**src/rtl/gfx_cmd_issuer_pkg.sv**
```systemverilog
`default_nettype none
// ============================================================================
// Module      : gfx_cmd_issuer_pkg
// Description : Shared types and constants for the graphics command issuer.
// Revision    : 1.0 - initial release
// ============================================================================
package gfx_cmd_issuer_pkg;

  localparam int GFX_CMD_W   = 24;
  localparam int GAP_DEFAULT = 2;

  typedef enum logic [1:0] {
    ST_IDLE       = 2'd0,
    ST_ISSUE      = 2'd1,
    ST_GAP        = 2'd2,
    ST_WAIT_FRAME = 2'd3
  } gfx_state_e;

  typedef struct packed {
    logic                 defer;
    logic [GFX_CMD_W-1:0] data;
  } gfx_cmd_t;

endpackage
`default_nettype wire

```
**src/rtl/gfx_cmd_fifo.sv**
```systemverilog
`default_nettype none
// ============================================================================
// Module      : gfx_cmd_fifo
// Description : Synchronous show-ahead FIFO with wrap-bit pointers and
//               registered full/empty/level flags.
// Revision    : 1.0 - initial release
// ============================================================================
module gfx_cmd_fifo
  import gfx_cmd_issuer_pkg::*;
#(
  parameter int DEPTH = 16,
  parameter int WIDTH = GFX_CMD_W + 1
) (
  input  logic                     clk,
  input  logic                     rst,
  input  logic                     wr_en,
  input  logic [WIDTH-1:0]         wr_data,
  input  logic                     rd_en,
  output logic [WIDTH-1:0]         rd_data,
  output logic                     full,
  output logic                     empty,
  output logic [$clog2(DEPTH):0]   level
);

  localparam int c_aw = $clog2(DEPTH);

  logic [WIDTH-1:0] r_mem [DEPTH];
  logic [c_aw:0]    r_wptr;
  logic [c_aw:0]    r_rptr;
  logic [c_aw:0]    r_level;
  logic             r_full;
  logic             r_empty;

  logic             w_push;
  logic             w_pop;
  logic [c_aw:0]    w_wptr_nxt;
  logic [c_aw:0]    w_rptr_nxt;

  // A write while full is refused even if a read frees a slot this cycle.
  assign w_push     = wr_en && !r_full;
  assign w_pop      = rd_en && !r_empty;
  assign w_wptr_nxt = r_wptr + {{c_aw{1'b0}}, w_push};
  assign w_rptr_nxt = r_rptr + {{c_aw{1'b0}}, w_pop};

  always_ff @(posedge clk) begin
    if (w_push) begin
      r_mem[r_wptr[c_aw-1:0]] <= wr_data;
    end
  end

  always_ff @(posedge clk or negedge rst) begin
    if (!rst) begin
      r_wptr  <= '0;
      r_rptr  <= '0;
      r_level <= '0;
      r_full  <= 1'b0;
      r_empty <= 1'b1;
    end else begin
      r_wptr  <= w_wptr_nxt;
      r_rptr  <= w_rptr_nxt;
      r_level <= w_wptr_nxt - w_rptr_nxt;
      r_full  <= (w_wptr_nxt[c_aw] != w_rptr_nxt[c_aw]) &&
                 (w_wptr_nxt[c_aw-1:0] == w_rptr_nxt[c_aw-1:0]);
      r_empty <= (w_wptr_nxt == w_rptr_nxt);
    end
  end

  assign rd_data = r_mem[r_rptr[c_aw-1:0]];
  assign full    = r_full;
  assign empty   = r_empty;
  assign level   = r_level;

endmodule
`default_nettype wire

```
**src/rtl/gfx_cmd_issuer.sv**
```systemverilog
`default_nettype none
// ============================================================================
// Module      : gfx_cmd_issuer
// Description : Buffers CPU graphics commands and replays them as spaced
//               start pulses, holding deferred ones for the frame interrupt.
// Revision    : 1.0 - initial release
// ============================================================================
module gfx_cmd_issuer
  import gfx_cmd_issuer_pkg::*;
#(
  parameter int DEPTH = 16,
  parameter int GAP   = GAP_DEFAULT
) (
  input  logic                   clk,
  input  logic                   rst,
  input  logic [GFX_CMD_W-1:0]   cpu_wdata,
  input  logic                   cpu_we,
  input  logic                   cpu_defer,
  output logic                   full,
  output logic [$clog2(DEPTH):0] level,
  output logic                   ovf,
  input  logic                   ovf_clr,
  input  logic                   frame_irq,
  input  logic                   gpu_busy,
  output logic [GFX_CMD_W-1:0]   gfx_in,
  output logic                   gfx_start
);

  localparam logic [3:0] c_gap_last = (GAP > 0) ? 4'(GAP - 1) : 4'd0;

  gfx_state_e           r_state;
  logic [3:0]           r_gap_cnt;
  logic                 r_win;
  logic                 r_ovf;
  logic                 r_start;
  logic [GFX_CMD_W-1:0] r_gfx_in;

  gfx_cmd_t             w_head;
  logic                 w_full;
  logic                 w_empty;
  logic                 w_pop;

  assign w_pop = (r_state == ST_ISSUE);

  gfx_cmd_fifo #(
    .DEPTH (DEPTH),
    .WIDTH (GFX_CMD_W + 1)
  ) u_fifo (
    .clk     (clk),
    .rst     (rst),
    .wr_en   (cpu_we),
    .wr_data ({cpu_defer, cpu_wdata}),
    .rd_en   (w_pop),
    .rd_data (w_head),
    .full    (w_full),
    .empty   (w_empty),
    .level   (level)
  );

  always_ff @(posedge clk or negedge rst) begin
    if (!rst) begin
      r_state   <= ST_IDLE;
      r_gap_cnt <= 4'd0;
      r_win     <= 1'b0;
      r_start   <= 1'b0;
      r_gfx_in  <= '0;
    end else begin
      r_start <= 1'b0;
      case (r_state)
        ST_IDLE: begin
          if (w_empty) begin
            r_win <= 1'b0;
          end else if (!gpu_busy) begin
            if (!w_head.defer || r_win) begin
              r_state <= ST_ISSUE;
            end else begin
              r_state <= ST_WAIT_FRAME;
            end
          end
        end
        ST_WAIT_FRAME: begin
          if (frame_irq) begin
            r_win   <= 1'b1;
            r_state <= ST_ISSUE;
          end
        end
        ST_ISSUE: begin
          r_start  <= 1'b1;
          r_gfx_in <= w_head.data;
          // A normal command closes the vblank window for later deferred ones.
          if (!w_head.defer) begin
            r_win <= 1'b0;
          end
          if (GAP == 0) begin
            r_state <= ST_IDLE;
          end else begin
            r_state   <= ST_GAP;
            r_gap_cnt <= c_gap_last;
          end
        end
        ST_GAP: begin
          if (r_gap_cnt == 4'd0) begin
            r_state <= ST_IDLE;
          end else begin
            r_gap_cnt <= r_gap_cnt - 4'd1;
          end
        end
        default: r_state <= ST_IDLE;
      endcase
    end
  end

  // A dropped push outranks a same-cycle clear.
  always_ff @(posedge clk or negedge rst) begin
    if (!rst) begin
      r_ovf <= 1'b0;
    end else if (cpu_we && w_full) begin
      r_ovf <= 1'b1;
    end else if (ovf_clr) begin
      r_ovf <= 1'b0;
    end
  end

  assign full      = w_full;
  assign ovf       = r_ovf;
  assign gfx_in    = r_gfx_in;
  assign gfx_start = r_start;

endmodule
`default_nettype wire

```
**config.mk**
```make
export PLATFORM = sky130hd
export DESIGN_NAME = gfx_cmd_issuer
export DESIGN_NICKNAME = d
export VERILOG_FILES = /design/src/rtl/gfx_cmd_issuer_pkg.sv /design/src/rtl/gfx_cmd_fifo.sv /design/src/rtl/gfx_cmd_issuer.sv
export SDC_FILE = /design/constraint.sdc
export NUM_CORES = 1
export LEC_CHECK = 0
export BUFFER_PORTS_ARGS = -buffer_cell sky130_fd_sc_hd__buf_2
export CAP_MARGIN = 20
export CORE_MARGIN = 1
export CORE_UTILIZATION = 61
export DETAILED_ROUTE_END_ITERATION = 10
export GPL_ROUTABILITY_DRIVEN = 0
export PLACE_DENSITY = 0.81
export SLEW_MARGIN = 10
export SYNTH_ARGS = -nofsm -noshare
export SYNTH_HDL_FRONTEND = slang
export SYNTH_SLANG_ARGS = --single-unit
```
**constraint.sdc**
```tcl
create_clock -name clk -period 3.75 [get_ports clk]
set_input_delay 0.5625 -clock clk [delete_from_list [all_inputs] [get_ports clk]]
set_output_delay 0.5625 -clock clk [all_outputs]
set_load 0.005 [all_outputs]
```
# Word-level counts from Yosys, hierarchy flattened
# Memory sizes are Yosys's and may differ from the RTL's.
# Cells that the tools add are included.
# totals
ram_bits,400
memories,1
output_inout_bits,32
ff_bits,50
inputBits,31
# op_classes
reduce_logical,16
n_mux,17
eq_ne,13
addsub,4
# memory_table
name,words,width,read_ports,rd_ports_with_merged_regs,write_ports,line,source
u_fifo.r_mem,16,25,1,0,1,gfx_cmd_fifo.sv:27,logic [WIDTH-1:0] r_mem [DEPTH];
# op_table
operator,count
"2-bit != test, second input constant",6
5-bit by 1-bit adder with 5-bit output,2
2-bit two-way mux,5
1-bit two-way mux,8
2-bit case mux with 4 select lines,1
4-bit case mux with 2 select lines,1
4-bit AND reduction,2
5-bit == test,1
5-bit subtractor,1
"2-bit == test, second input constant",2
4-bit == test,1
1-bit logical AND,4
4-bit logical NOT,1
4-bit two-way mux,1
2-bit nonzero test,2
"4-bit by 1-bit subtractor with 4-bit output, second input constant",1
1-bit logical NOT,3
1-bit case mux with 3 select lines,1
3-bit nonzero test,1
"2-bit by 1-bit == test with 1-bit output, second input constant",1
2-bit logical NOT,1
"2-bit by 1-bit != test with 1-bit output, second input constant",1
2-bit AND reduction,1
1-bit logical OR,1
1-bit != test,1

# Depth between registers and ports, before layout
# Gate-level depths: netlist (run 1).
# An unclocked memory read counts as a cell.
# depth
word_depth,7
depth_mapped,12

# Cells and area by module
# From an unflattened synthesis (run 1), not the netlist that was laid out.
# hier_totals
hier_cells,949
area_unflattened_um2,17772.0
# modules_own_cells
module,instances,seq_area_each_um2,area_each_um2,cells_each
gfx_cmd_fifo,1,12438.2,16350.7,847
gfx_cmd_issuer,1,825.8,1421.4,102

# Worst setup path before layout (run 1)
# No wires, ideal clock.
# synth_path
path_kind,input -> register
startpoint,in cpu_we
endpoint,mem u_fifo.r_mem[0][0] in the netlist's numbering (enable)
required_time_ps,3312
path_buffers,0
path_stages,3
setup_slack_ps,259
arrival_ps,3053
setup_time_ps,438
cell_sequence,nor2b_1 -> or3b_2 -> nor3_1
# synth_between
elab_chain_len,3
# synth_rtl
element,line,source
from (decl),gfx_cmd_issuer.sv:17,"input logic cpu_we,"
1-bit logical AND,gfx_cmd_fifo.sv:40,assign w_push = wr_en && !r_full;
1-bit two-way mux,gfx_cmd_fifo.sv:46,if (w_push) begin
1-bit two-way mux (implied by the code),gfx_cmd_fifo.sv:47,r_mem[r_wptr[c_aw-1:0]] <= wr_data;
to (decl),gfx_cmd_fifo.sv:27,
# Every way passes these cells.

# Worst setup path after layout (run 1)
# layout_path
startpoint,reg r_state[1]
endpoint,reg u_fifo.r_level[4] (netlist: u_fifo.level[4])
# layout_between
elab_chain_len,4
# layout_rtl
element,line,source
from (decl),gfx_cmd_issuer.sv:31,gfx_state_e r_state;
from (signal assigned),gfx_cmd_issuer.sv:62,r_state <= ST_IDLE;
from (signal assigned),gfx_cmd_issuer.sv:75,r_state <= ST_ISSUE;
from (signal assigned),gfx_cmd_issuer.sv:77,r_state <= ST_WAIT_FRAME;
2-bit by 1-bit == test with 1-bit output,gfx_cmd_issuer.sv:43,assign w_pop = (r_state == ST_ISSUE);
via u_fifo.rd_en,gfx_cmd_fifo.sv:18,"input logic rd_en,"
1-bit logical AND,gfx_cmd_fifo.sv:41,assign w_pop = rd_en && !r_empty;
5-bit by 1-bit adder with 5-bit output,gfx_cmd_fifo.sv:43,"assign w_rptr_nxt = r_rptr + {{c_aw{1'b0}}, w_pop};"
via u_fifo.w_rptr_nxt[1],gfx_cmd_fifo.sv:37,logic [c_aw:0] w_rptr_nxt;
5-bit subtractor,gfx_cmd_fifo.sv:61,r_level <= w_wptr_nxt - w_rptr_nxt;
to (signal assigned),gfx_cmd_fifo.sv:61,
to (decl),gfx_cmd_fifo.sv:30,logic [c_aw:0] r_level;
# The timed path passes the listed nets, and every way through them passes these cells.
# A chain may end at the register's enable or synchronous reset.

==> reports/metrics.cfg, run 1 <==
[grt]
antenna_found_initial=1
grt_start_max_net_pins=66
grt_first_pass_wirelength_mm=54.39
vias_in_the_first_global_route=8779
grt_usage_pct=26.48
global_route.overflow_total=0

[clocking]
worst_skew_pair.late_latency_ns=0.54
cts_hold_buf=0
numCtsBuffers=44
clock-sinks=450
clock_tree.root_cell=sky130_fd_sc_hd__clkbuf_16
clk_transition_reported_paths_ns=0.06
cts-htree-levels=2
post_cts.repair.setup_buffers=0
cts_max_path_buffers=3
post_cts_resized=0
tritoncts_clock_tree=built

[timing]
setup_viol=0
postLayoutSetupSlackWorst_ns=0.9333
max-slew-margin-rel_pct=32.37
timing.setup.tns_ns=0
fmaxAchievable_mhz=355.0
min_period_over_period_pct=75.11
report.final.hold_viol_count=0
period_needed_ns=2.817
worst_slew_pin_slew_ns=1.015
grt_setup_unrepaired=false
finClkSkew_ns=0.01760
slew_violations=0

[worst_setup_path]
crit_type=reg -> reg
cp_num_buf_inv=1
endpoint_kind=register
critical-path-top-delay-family=adder cells
start_kind=register
critical_path.max_stage_delay_ns=0.39
timing.critical_path.cells=inv_1, ha_1, nor2b_1, ha_1, ha_1, xnor2_1, ha_1, a21oi_1, maj3_1, maj3_1, xnor2_1
critPathSlowestCell=sky130_fd_sc_hd__dfrtp_1
worst_ep_arrival_time_ns=3.22
cp_data_required_time_ns=4.15
worst-path-max-fanout=4
crit_path_frequent_cell=sky130_fd_sc_hd__ha_1

[yosys]
synth_nets=871
post_synth.cell_area_avg_um2=21.21
ys_dominant_reg_cell=sky130_fd_sc_hd__edfxtp_1
synth.yosys.warnings=0
synth_edf_count=400
yosys_register_bits=450
synth.lib_cells_used.distinct=40
syn-cell-area_um2=17560
synth-seq-area-share_pct=75.54
post_synth_inst_count=828
async_flop_share_pct=11.11

[finish]
fin_util_pct=71.38
finalInstanceArea_um2=19990
area_growth_pct=13.87
post_route_cells_drive_above_1_share_pct=33.06
nets=968

[floorplan]
design.die.area_um2=29470
initial_core_utilization_pct=62.68
core_footprint_um2=28010
die_ht_um=171.7
top_level_ports=63
die_width_um=171.7
rows=61

[detailed_routing]
detail_route.first_pass.iterations=7
via_count=8457
post_drt_wl_per_cell_um=27.57
totalWireLength_mm=36.89
antenna_violating_nets_post_route=0
detail_route.drc_violations=0
via_to_cell_ratio=6.321
drt_first_iter_violations=971

[status]
run_status=complete, no violations

[power]
power.share.combinational_pct=28.2
power.switching_fraction_pct=29.24
power.switching_mw=4.615
pwr-share-clk_pct=29.6
p_int_mw=11.17
power_frac_seq_pct=42.3
power_density_nw_per_um2=789.2
total_power_mw=15.78
ir_drop_mv=0.4122
static-leakage-power_nw=6.815

[placed_design]
preCtsSetupSlack_ns=0.8123
post_dp_cell_area_um2=18440
buffer_ports.inserted=62
half_perimeter_wire_length_of_the_detailed_placement_result_mm=19.12

[min_path]
hp-class=in -> async

[job]
maxCapViolCount=0

power groups by stage:
| stage | registers (mW) | clock network (mW) | logic [mW] |
|---|---|---|---|
| floorplan | 6.53 | 0 | 3.38 |
| global placement | 6.71 | 0 | 4.28 |
| detailed placement | 6.75 | 0 | 4.39 |
| CTS | 6.67 | 4.71 | 4.49 |
| global route | 6.73 | 4.88 | 4.79 |
| finish | 6.67 | 4.67 | 4.45 |
registers in the layout, indices dropped and copies added, names as in the netlist, 2 cells and up:
signal and flops:
gfx_in 24, r_gap_cnt 4, r_state 2, u_fifo.level 5, u_fifo.r_mem 400, u_fifo.r_rptr 5, u_fifo.r_wptr 5
synthesized netlist by cell type (2+ instances only):
| master | n | area (µm²) |
|---|---|---|
| sky130_fd_sc_hd__ha_1 | 12 | 150.1 |
| sky130_fd_sc_hd__nand3b_1 | 2 | 15.01 |
| sky130_fd_sc_hd__buf_12 | 5 | 100.1 |
| sky130_fd_sc_hd__a22oi_1 | 25 | 187.7 |
| sky130_fd_sc_hd__a21oi_1 | 3 | 15.01 |
| sky130_fd_sc_hd__xor2_1 | 6 | 52.55 |
| sky130_fd_sc_hd__xnor2_1 | 9 | 78.83 |
| sky130_fd_sc_hd__mux4_1 | 20 | 525.5 |
| sky130_fd_sc_hd__mux2_2 | 51 | 574.3 |
| sky130_fd_sc_hd__nand2_1 | 6 | 22.52 |
| sky130_fd_sc_hd__buf_2 | 9 | 45.04 |
| sky130_fd_sc_hd__nor3_1 | 4 | 20.02 |
| sky130_fd_sc_hd__inv_1 | 41 | 153.9 |
| sky130_fd_sc_hd__o21ai_0 | 13 | 65.06 |
| sky130_fd_sc_hd__buf_1 | 5 | 18.77 |
| sky130_fd_sc_hd__nor2b_1 | 4 | 25.02 |
| sky130_fd_sc_hd__nand2b_1 | 4 | 25.02 |
| sky130_fd_sc_hd__nand3_1 | 6 | 30.03 |
| sky130_fd_sc_hd__edfxtp_1 | 400 | 12010 |
| sky130_fd_sc_hd__o21ai_1 | 18 | 90.09 |
| sky130_fd_sc_hd__dfrtp_1 | 49 | 1226 |
| sky130_fd_sc_hd__a211oi_1 | 2 | 15.01 |
| sky130_fd_sc_hd__clkbuf_1 | 11 | 41.29 |
| sky130_fd_sc_hd__o22ai_1 | 2 | 12.51 |
| sky130_fd_sc_hd__maj3_1 | 3 | 30.03 |
| sky130_fd_sc_hd__buf_6 | 7 | 78.83 |
| sky130_fd_sc_hd__mux4_2 | 78 | 1757 |
| sky130_fd_sc_hd__nor2_1 | 21 | 78.83 |
layer usage:
metal / vias up / share of wire, % / wire length (µm) / GRT usage (%)
met5: - / 0.041 / 15 / 0
met4: 2 / 4.0 / 1474 / 12.00
met3: 106 / 6.5 / 2389 / 3.682
met2: 419 / 51 / 18820 / 44.50
met1: 4373 / 38 / 14190 / 34.82
li1: 3557 / - / - / -
worst register-to-register path: stages (launching register included):
cell,delay [ns]
sky130_fd_sc_hd__dfrtp_1,0.39
sky130_fd_sc_hd__inv_1,0.08
sky130_fd_sc_hd__ha_1,0.20
sky130_fd_sc_hd__nor2b_1,0.14
sky130_fd_sc_hd__ha_1,0.20
sky130_fd_sc_hd__ha_1,0.32
sky130_fd_sc_hd__xnor2_1,0.24
sky130_fd_sc_hd__ha_1,0.18
sky130_fd_sc_hd__a21oi_1,0.06
sky130_fd_sc_hd__maj3_1,0.37
sky130_fd_sc_hd__maj3_1,0.37
sky130_fd_sc_hd__xnor2_1,0.13
metrics by stage:
step	hold slack [ns]	cells
floorplan	0.2669	828
finish	0.2091	1338
global placement	0.4745	1257
detailed placement	0.4949	1257
global route	0.2441	1337
CTS	0.2191	1337
cells by family (layout without fill, tap and decap cells):
group,after synthesis,after routing,share of synthesized area [%]
fa+ha+maj,15,15,1.026
flops,450,450,75.54
simple gates,52,52,1.432
other cells,0,1,0
compound gates,66,66,2.330
buf+inv,80,211,2.587
mux,150,150,16.33
xor+xnor,15,15,0.7483
placed cells by master (no fill, tap or decap), drive strengths merged, types with 3 or more instances in the layout:
cell / Yosys / layout
edfxtp: 400 / 400
mux4: 98 / 98
buf: 27 / 90
clkbuf: 11 / 54
mux2: 52 / 52
dfrtp: 49 / 49
inv: 41 / 42
o21ai: 31 / 31
a22oi: 25 / 25
nor2: 21 / 21
clkinv: 0 / 14
ha: 12 / 12
xnor2: 9 / 9
bufinv: 0 / 7
nand3: 6 / 6
xor2: 6 / 6
nand2: 6 / 6
nand2b: 4 / 4
nor3: 4 / 4
clkinvlp: 0 / 4
nor2b: 4 / 4
a21oi: 3 / 3
maj3: 3 / 3
path summary, 6_finish.rpt:
check,start,end,slack (ns),cells past startpoint
worst max register to register,r_state[1],u_fifo.level[4],0.93,11
worst max-delay path,r_state[1],u_fifo.level[4],0.93,11
min in group clk,ovf_clr,ovf,0.23,2
worst min register to register,r_win,r_win,0.51,1
worst min-delay path,rst,gfx_start,0.21,1
max in group asynchronous,rst,gfx_in[23],2.70,2
area by class of cell:
type | count | area [µm²]
fill | 1601 | 8016
clock inverter | 26 | 325.3
clock buffer | 54 | 1231
antenna | 1 | 2.502
inverter | 41 | 153.9
sequential | 450 | 13270
tap | 378 | 473.0
multi-input combinational | 298 | 3953
timing repair buffer | 90 | 583.1
Note: power is estimated with default switching activity, not from simulation.
==> inputs of run 2 (changes only) <==
--- a/config.mk
+++ b/config.mk
@@ -5,6 +5,7 @@
 export SDC_FILE = /design/constraint.sdc
 export NUM_CORES = 1
 export LEC_CHECK = 0
+export ABC_AREA = 1
 export BUFFER_PORTS_ARGS = -buffer_cell sky130_fd_sc_hd__buf_2
 export CAP_MARGIN = 20
 export CORE_MARGIN = 1
==> constraint.sdc (replaced) <==
create_clock -name clk -period 2.8 [get_ports clk]
set_input_delay 0.42 -clock clk [delete_from_list [all_inputs] [get_ports clk]]
set_output_delay 0.42 -clock clk [all_outputs]
set_load 0.005 [all_outputs]
==> run 2 against run 1 <==
Net effect:
- combinational power up 66%
- fmax up 12%
- cell count up 47%
- worst setup slack worse by 0.64 ns
- critical path depth up 5
- sequential share of layout area down 1.1 points
- routed wire length up 14%
- area after synthesis up 2.1%
- via count up 41%
- register-to-register slack worse by 0.64 ns
- cell area up 1.7%
- critical path type unchanged
- largest cell class unchanged
==> reports/metrics.cfg, run 2 <==
[placed_design]
buffer_ports.inserted=62  ; unchanged
half_perimeter_wire_length_of_the_detailed_placement_result_mm=23.03  ; +20%
preCtsSetupSlack_ns=0.2950  ; -0.5173 ns
post_dp_cell_area_um2=18910  ; +2.6%

[finish]
final_cell_mix=sky130_fd_sc_hd__nand2_1, sky130_fd_sc_hd__edfxtp_1, sky130_fd_sc_hd__nor2_1
area_growth_pct=13.47
insertedDiodeCount=0  ; -1
multi_input_comb_area_um2=4247  ; +7.4%
largest_register_ff_count=400  ; unchanged
finalInstanceArea_um2=20340  ; +1.7%
nets=1587  ; +64%
post_route_cells_drive_above_1_share_pct=12.48  ; -21 points
mostFrequentLayoutCell=sky130_fd_sc_hd__nand2_1
register_area_um2=13270  ; about the same
fillerInstances=1857  ; +16%

[clocking]
post_cts_resized=0  ; unchanged
clk_transition_reported_paths_ns=0.06  ; about the same
worst_skew_pair.late_latency_ns=0.55  ; about the same
clock_tree.root_cell=sky130_fd_sc_hd__clkbuf_16
cts_hold_buf=0  ; unchanged
tritoncts_clock_tree=built
cts-htree-levels=2  ; unchanged
clock-sinks=450  ; unchanged
numCtsBuffers=44  ; unchanged
cts_max_path_buffers=3  ; unchanged
post_cts.repair.setup_buffers=0  ; unchanged

[worst_setup_path]
crit_type=reg -> reg
r2r_slack_ns=0.29  ; -0.64 ns
endpoint_kind=register
worst-path-max-fanout=4  ; unchanged
cp_data_required_time_ns=3.23  ; -0.92 ns
worst_ep_arrival_time_ns=2.94  ; -0.28 ns
start_kind=register

[detailed_routing]
via_count=11940  ; +41%
post_drt_wl_per_cell_um=21.50  ; -22%
totalWireLength_mm=42.20  ; +14%
via_to_cell_ratio=6.083  ; -3.8%
detail_route.drc_violations=0  ; unchanged
drt_first_iter_violations=1479  ; +52%
antenna_violating_nets_post_route=0  ; unchanged
detail_route.first_pass.iterations=6  ; -1

[timing]
fmaxAchievable_mhz=399.0  ; +12%
period_needed_ns=2.507  ; -0.3102 ns
postLayoutSetupSlackWorst_ns=0.2935  ; -0.6398 ns
report.final.hold_viol_count=0  ; unchanged
grt_setup_unrepaired=false
slew_violations=0  ; unchanged
finalHoldWorstSlack_ns=0.06502  ; -0.1440 ns
worst_slew_pin_slew_ns=1.012  ; -0.002841 ns
finClkSkew_ns=0.01421  ; -0.003391 ns
timing.setup.tns_ns=0  ; unchanged
min_period_over_period_pct=89.52  ; +14 points
max-slew-margin-rel_pct=32.55  ; +0.19 points
setup_viol=0  ; unchanged

[yosys]
synth_largest_area_cell=sky130_fd_sc_hd__edfxtp_1
area_share_of_the_leading_cell_type_in_the_synthesized_netlist_pct=67.02  ; -1.4 points
synthMostInstantiatedCell=sky130_fd_sc_hd__nand2_1
ys_dominant_reg_cell=sky130_fd_sc_hd__edfxtp_1
async_flop_share_pct=11.11  ; unchanged
syn-cell-area_um2=17920  ; +2.1%
synth_edf_count=400  ; unchanged
synth-seq-area-share_pct=74.00  ; -1.5 points
synth_top_cells_by_count=sky130_fd_sc_hd__nand2_1, sky130_fd_sc_hd__edfxtp_1, sky130_fd_sc_hd__nor2_1
synth_nets=1505  ; +73%
yosys_register_bits=450  ; unchanged
post_synth_inst_count=1462  ; +77%
synth.yosys.warnings=0  ; unchanged
synth.lib_cells_used.distinct=30  ; -25%
post_synth.cell_area_avg_um2=12.26  ; -42%
yosys-top-cells-area=sky130_fd_sc_hd__edfxtp_1, sky130_fd_sc_hd__nand2_1, sky130_fd_sc_hd__dfrtp_1, sky130_fd_sc_hd__o21ai_0, sky130_fd_sc_hd__nor2_1

[floorplan]
die_width_um=173.4  ; +1.0%
core_footprint_um2=28780  ; +2.7%
top_level_ports=63  ; unchanged
design.die.area_um2=30070  ; +2.1%
initial_core_utilization_pct=62.28  ; -0.41 points
die_ht_um=173.4  ; +1.0%
rows=62  ; +1.6%

[power]
total_power_mw=21.86  ; +39%
static-leakage-power_nw=7.551  ; +11%
power_density_nw_per_um2=1075  ; +36%
ir_drop_mv=1.132  ; +170%

[grt]
antenna_found_initial=0  ; -1
vias_in_the_first_global_route=11665  ; +33%
grt_usage_pct=28.07  ; +1.6 points
grt_first_pass_wirelength_mm=64.54  ; +19%
global_route.overflow_total=0  ; unchanged
grt_start_max_net_pins=203  ; +210%

[min_path]
hp-class=in -> reg

[job]
maxCapViolCount=0  ; unchanged

[status]
run_status=complete, no violations

run 2: cell types whose count changed in the layout (fill, tap and decap cells not counted), moves of 13 or more:
| cell | before | now |
|---|---|---|
| sky130_fd_sc_hd__o22ai_1 | 2 | 51 |
| sky130_fd_sc_hd__mux4_2 | 78 | 0 |
| sky130_fd_sc_hd__a22oi_1 | 25 | 0 |
| sky130_fd_sc_hd__a211oi_1 | 2 | 48 |
| sky130_fd_sc_hd__buf_4 | 23 | 45 |
| sky130_fd_sc_hd__a21oi_1 | 3 | 53 |
| sky130_fd_sc_hd__mux2_2 | 51 | 0 |
| sky130_fd_sc_hd__clkbuf_1 | 3 | 16 |
| sky130_fd_sc_hd__nand2_1 | 6 | 442 |
| sky130_fd_sc_hd__nor2_1 | 9 | 117 |
| sky130_fd_sc_hd__o21ai_1 | 18 | 0 |
| sky130_fd_sc_hd__nand3_1 | 6 | 39 |
| sky130_fd_sc_hd__mux4_1 | 20 | 0 |
| sky130_fd_sc_hd__o21ai_0 | 13 | 100 |
run 2: final cells by class:
type	instances	area share, %
inverters	34	0.6398
flip-flops and latches	450	65.24
well taps	384	2.362
clock buffers	63	6.023
repair buffers	116	4.023
multi-input cells	898	20.88
clock inverters	18	0.8305
run 2: worst max-delay path: stages (launching register included):
cell and delay, ns:
sky130_fd_sc_hd__dfrtp_1 0.42, sky130_fd_sc_hd__inv_1 0.10, sky130_fd_sc_hd__ha_1 0.17, sky130_fd_sc_hd__clkinv_1 0.08, sky130_fd_sc_hd__nor2_1 0.12, sky130_fd_sc_hd__ha_1 0.21, sky130_fd_sc_hd__ha_1 0.25, sky130_fd_sc_hd__inv_1 0.07
sky130_fd_sc_hd__nand2_1 0.06, sky130_fd_sc_hd__inv_1 0.07, sky130_fd_sc_hd__nor2_1 0.05, sky130_fd_sc_hd__ha_1 0.19, sky130_fd_sc_hd__or2_2 0.31, sky130_fd_sc_hd__nand4_1 0.12, sky130_fd_sc_hd__nand2_1 0.06, sky130_fd_sc_hd__nand2_1 0.06
sky130_fd_sc_hd__nand2_1 0.05
run 2: cell families (layout without fill, tap and decap cells):
logic type / count (synthesis) / after routing / synth area share, %
XOR/XNOR: 13 / 13 / 0.7191
flip-flops: 450 / 450 / 74.00
buffers and inverters: 114 / 231 / 2.974
AO/OA/AOI/OAI: 252 / 252 / 8.063
adder cells (fa/ha/maj): 12 / 12 / 0.8377
AND/OR/NAND/NOR: 621 / 621 / 13.40
run 2: final timing paths:
check | depth (start not counted) | end | start
min in group asynchronous | 2 | gfx_in[11] | rst
max | 16 | u_fifo.level[4] | r_state[1]
max reg2reg | 16 | u_fifo.level[4] | r_state[1]
min | 2 | ovf | ovf_clr
max in group asynchronous | 3 | u_fifo.empty | rst
min reg2reg | 2 | gfx_in[14] | gfx_in[14]
run 2: power by group:
group          switching [mW]  internal, mW  total, mW
logic                    5.13          2.24       7.37
registers               0.386          8.32       8.71
clock network            2.45          3.33       5.77
run 2: layer usage:
layer  up-vias  track usage (%)  share of wire [%]
met5         -                0                  0
met4         0            10.88                2.7
met3        88            4.189                8.8
met2       702            46.77                 50
met1      5845            37.65                 39
li1       5305                -                  -
run 2: metrics by stage:
| step | cells | utilization, % |
|---|---|---|
| 5_1_grt | 1963 | 70.67 |
| 2_1_floorplan | 1462 | - |
| 4_1_cts | 1961 | 70.56 |
| 6_report | 1963 | 70.67 |
| 3_3_place_gp | 1880 | 65.72 |
| 3_5_place_dp | 1880 | 65.72 |
==> inputs of run 3 (changes only) <==
--- a/config.mk
+++ b/config.mk
@@ -12,6 +12,7 @@
 export CORE_UTILIZATION = 61
 export DETAILED_ROUTE_END_ITERATION = 10
 export GPL_ROUTABILITY_DRIVEN = 0
+export HOLD_SLACK_MARGIN = 0.1
 export PLACE_DENSITY = 0.81
 export SLEW_MARGIN = 10
 export SYNTH_ARGS = -nofsm -noshare
==> run 3 against run 2 <==
Net effect:
- worst hold slack better by 0.18 ns
- die area unchanged
- combinational power about the same
- first-iteration DRC count up 3.4%
- non-clock buffer count up 2
- sequential cell count unchanged
==> reports/metrics.cfg, run 3 (same netlist as run 2, synthesis figures left out) <==
[status]
run_status=complete, no violations

[power]
total_power_mw=21.87  ; about the same
ir_drop_mv=1.134  ; +0.14%
static-leakage-power_nw=7.562  ; +0.15%
power_density_nw_per_um2=1074  ; about the same

[worst_setup_path]
endpoint_kind=register
reg2reg_from=r_state[1]
worst-path-max-fanout=4  ; unchanged
startpoint=r_state[1]
start_kind=register
crit_type=reg -> reg
worst_ep_arrival_time_ns=2.95  ; about the same
cp_data_required_time_ns=3.23  ; about the same

[detailed_routing]
routed-wl-met3_mm=3.703  ; -0.19%
maxUsedRoutingLayer=met4
detail_route.first_pass.iterations=6  ; unchanged
antenna_violating_nets_post_route=0  ; unchanged
post_drt_wl_per_cell_um=21.49  ; about the same
detail_route.drc_violations=0  ; unchanged
via_count=11945  ; +0.042%
drt_first_iter_violations=1530  ; +3.4%
via_to_cell_ratio=6.079  ; about the same
m1WireLength_mm=16.35  ; -0.26%
metal2_wl_mm=20.97  ; about the same
totalWireLength_mm=42.23  ; about the same

[finish]
register_area_um2=13270  ; unchanged
fin_util_pct=70.74  ; about the same
area_growth_pct=13.58  ; about the same
finalInstanceArea_um2=20360  ; about the same
mostFrequentLayoutCell=sky130_fd_sc_hd__nand2_1
nets=1589  ; +0.13%
multi_input_comb_area_um2=4247  ; unchanged
fillerInstances=1856  ; -0.054%
largest_register_ff_count=400  ; unchanged
post_route_cells_drive_above_1_share_pct=12.46  ; -0.016 points
final_cell_mix=sky130_fd_sc_hd__nand2_1, sky130_fd_sc_hd__edfxtp_1, sky130_fd_sc_hd__nor2_1
insertedDiodeCount=0  ; unchanged

[timing]
worst_slew_pin_slew_ns=1.046  ; +0.03458 ns
finClkSkew_ns=0.01607  ; +0.001854 ns
timing.setup.tns_ns=0  ; unchanged
max-slew-margin-rel_pct=30.25  ; -2.3 points
period_needed_ns=2.514  ; +0.007722 ns
grt_setup_unrepaired=false
fmaxAchievable_mhz=397.7  ; -0.31%
min_period_over_period_pct=89.79  ; +0.28 points
setup_viol=0  ; unchanged
slew_violations=0  ; unchanged
report.final.hold_viol_count=0  ; unchanged

[job]
maxCapViolCount=0  ; unchanged

[placed_design]
half_perimeter_wire_length_of_the_detailed_placement_result_mm=23.03  ; unchanged
post_dp_cell_area_um2=18910  ; unchanged
buffer_ports.inserted=62  ; unchanged

[clocking]
clock-sinks=450  ; unchanged
tritoncts_clock_tree=built
cts_max_path_buffers=3  ; unchanged
clk_transition_reported_paths_ns=0.07  ; about the same
post_cts_resized=0  ; unchanged
clock_tree.root_cell=sky130_fd_sc_hd__clkbuf_16
cts-htree-levels=2  ; unchanged
numCtsBuffers=44  ; unchanged
worst_skew_pair.late_latency_ns=0.55  ; about the same

[min_path]
min-delay-start=cpu_wdata[9]
hp-class=in -> reg

[floorplan]
initial_core_utilization_pct=62.28  ; unchanged
die_width_um=173.4  ; unchanged
die_ht_um=173.4  ; unchanged
rows=62  ; unchanged
core_footprint_um2=28780  ; unchanged
top_level_ports=63  ; unchanged
design.die.area_um2=30070  ; unchanged

[grt]
grt_start_max_net_pins=203  ; unchanged
global_route.overflow_total=0  ; unchanged
grt_first_pass_wirelength_mm=64.59  ; about the same
antenna_found_initial=0  ; unchanged
grt_usage_pct=28.09  ; about the same
vias_in_the_first_global_route=11679  ; +0.12%

-- run 3: per-stage QoR --
| step | worst slack (ns) | hold slack, ns | std cells |
|---|---|---|---|
| floorplan | 0.05431 | 0.1244 | 1462 |
| global placement | 0.3758 | 0.4566 | 1880 |
| detailed placement | 0.2950 | 0.4647 | 1880 |
| CTS | 0.2810 | 0.2390 | 1964 |
| global route | 0.05798 | 0.2437 | 1965 |
| finish | 0.2857 | 0.2478 | 1965 |
-- run 3: where the power goes --
group          internal, mW  switching, mW
logic                  2.25           5.15
registers              8.32          0.388
clock network          3.33           2.44
total                  13.9           7.97
-- run 3: layout make-up --
class                           instances  area share (%)
Clock buffer                           63           6.017
Clock inverter                         18          0.8297
Timing Repair Buffer                  118           4.118
Inverter                               34          0.6392
Tap cell                              384           2.360
Multi-Input combinational cell        898           20.86
Sequential cell                       450           65.18
-- run 3: path summary, 6_finish.rpt --
kind | end | slack [ns] | cells after the start
worst max-delay path | u_fifo.level[4] | 0.29 | 16
worst min-delay path | u_fifo.r_mem[2][9] | 0.25 | 1
worst max register to register | u_fifo.level[4] | 0.29 | 16
worst min register to register | gfx_in[6] | 0.48 | 2
max in group asynchronous | u_fifo.empty | 1.95 | 3
min in group asynchronous | gfx_in[11] | 0.29 | 2
-- run 3: metal layers --
metal	GRT usage, %	vias to the layer above
li1	-	5304
met3	4.189	102
met5	0	-
met2	46.84	710
met1	37.65	5829
met4	10.88	0
-- run 3: worst max-delay path: stages (launching register included) --
cell	delay (ns)
sky130_fd_sc_hd__dfrtp_1	0.43
sky130_fd_sc_hd__inv_1	0.10
sky130_fd_sc_hd__ha_1	0.17
sky130_fd_sc_hd__clkinv_1	0.08
sky130_fd_sc_hd__nor2_1	0.12
sky130_fd_sc_hd__ha_1	0.21
sky130_fd_sc_hd__ha_1	0.25
sky130_fd_sc_hd__inv_1	0.07
sky130_fd_sc_hd__nand2_1	0.06
sky130_fd_sc_hd__inv_1	0.07
sky130_fd_sc_hd__nor2_1	0.05
sky130_fd_sc_hd__ha_1	0.19
sky130_fd_sc_hd__or2_2	0.31
sky130_fd_sc_hd__nand4_1	0.12
sky130_fd_sc_hd__nand2_1	0.06
sky130_fd_sc_hd__nand2_1	0.06
sky130_fd_sc_hd__nand2_1	0.05
-- run 3: repair_timing --
action,in CTS,in global routing
setup buffers,0,0
hold buffers,3,0
endpoints found under the hold margin,3,0
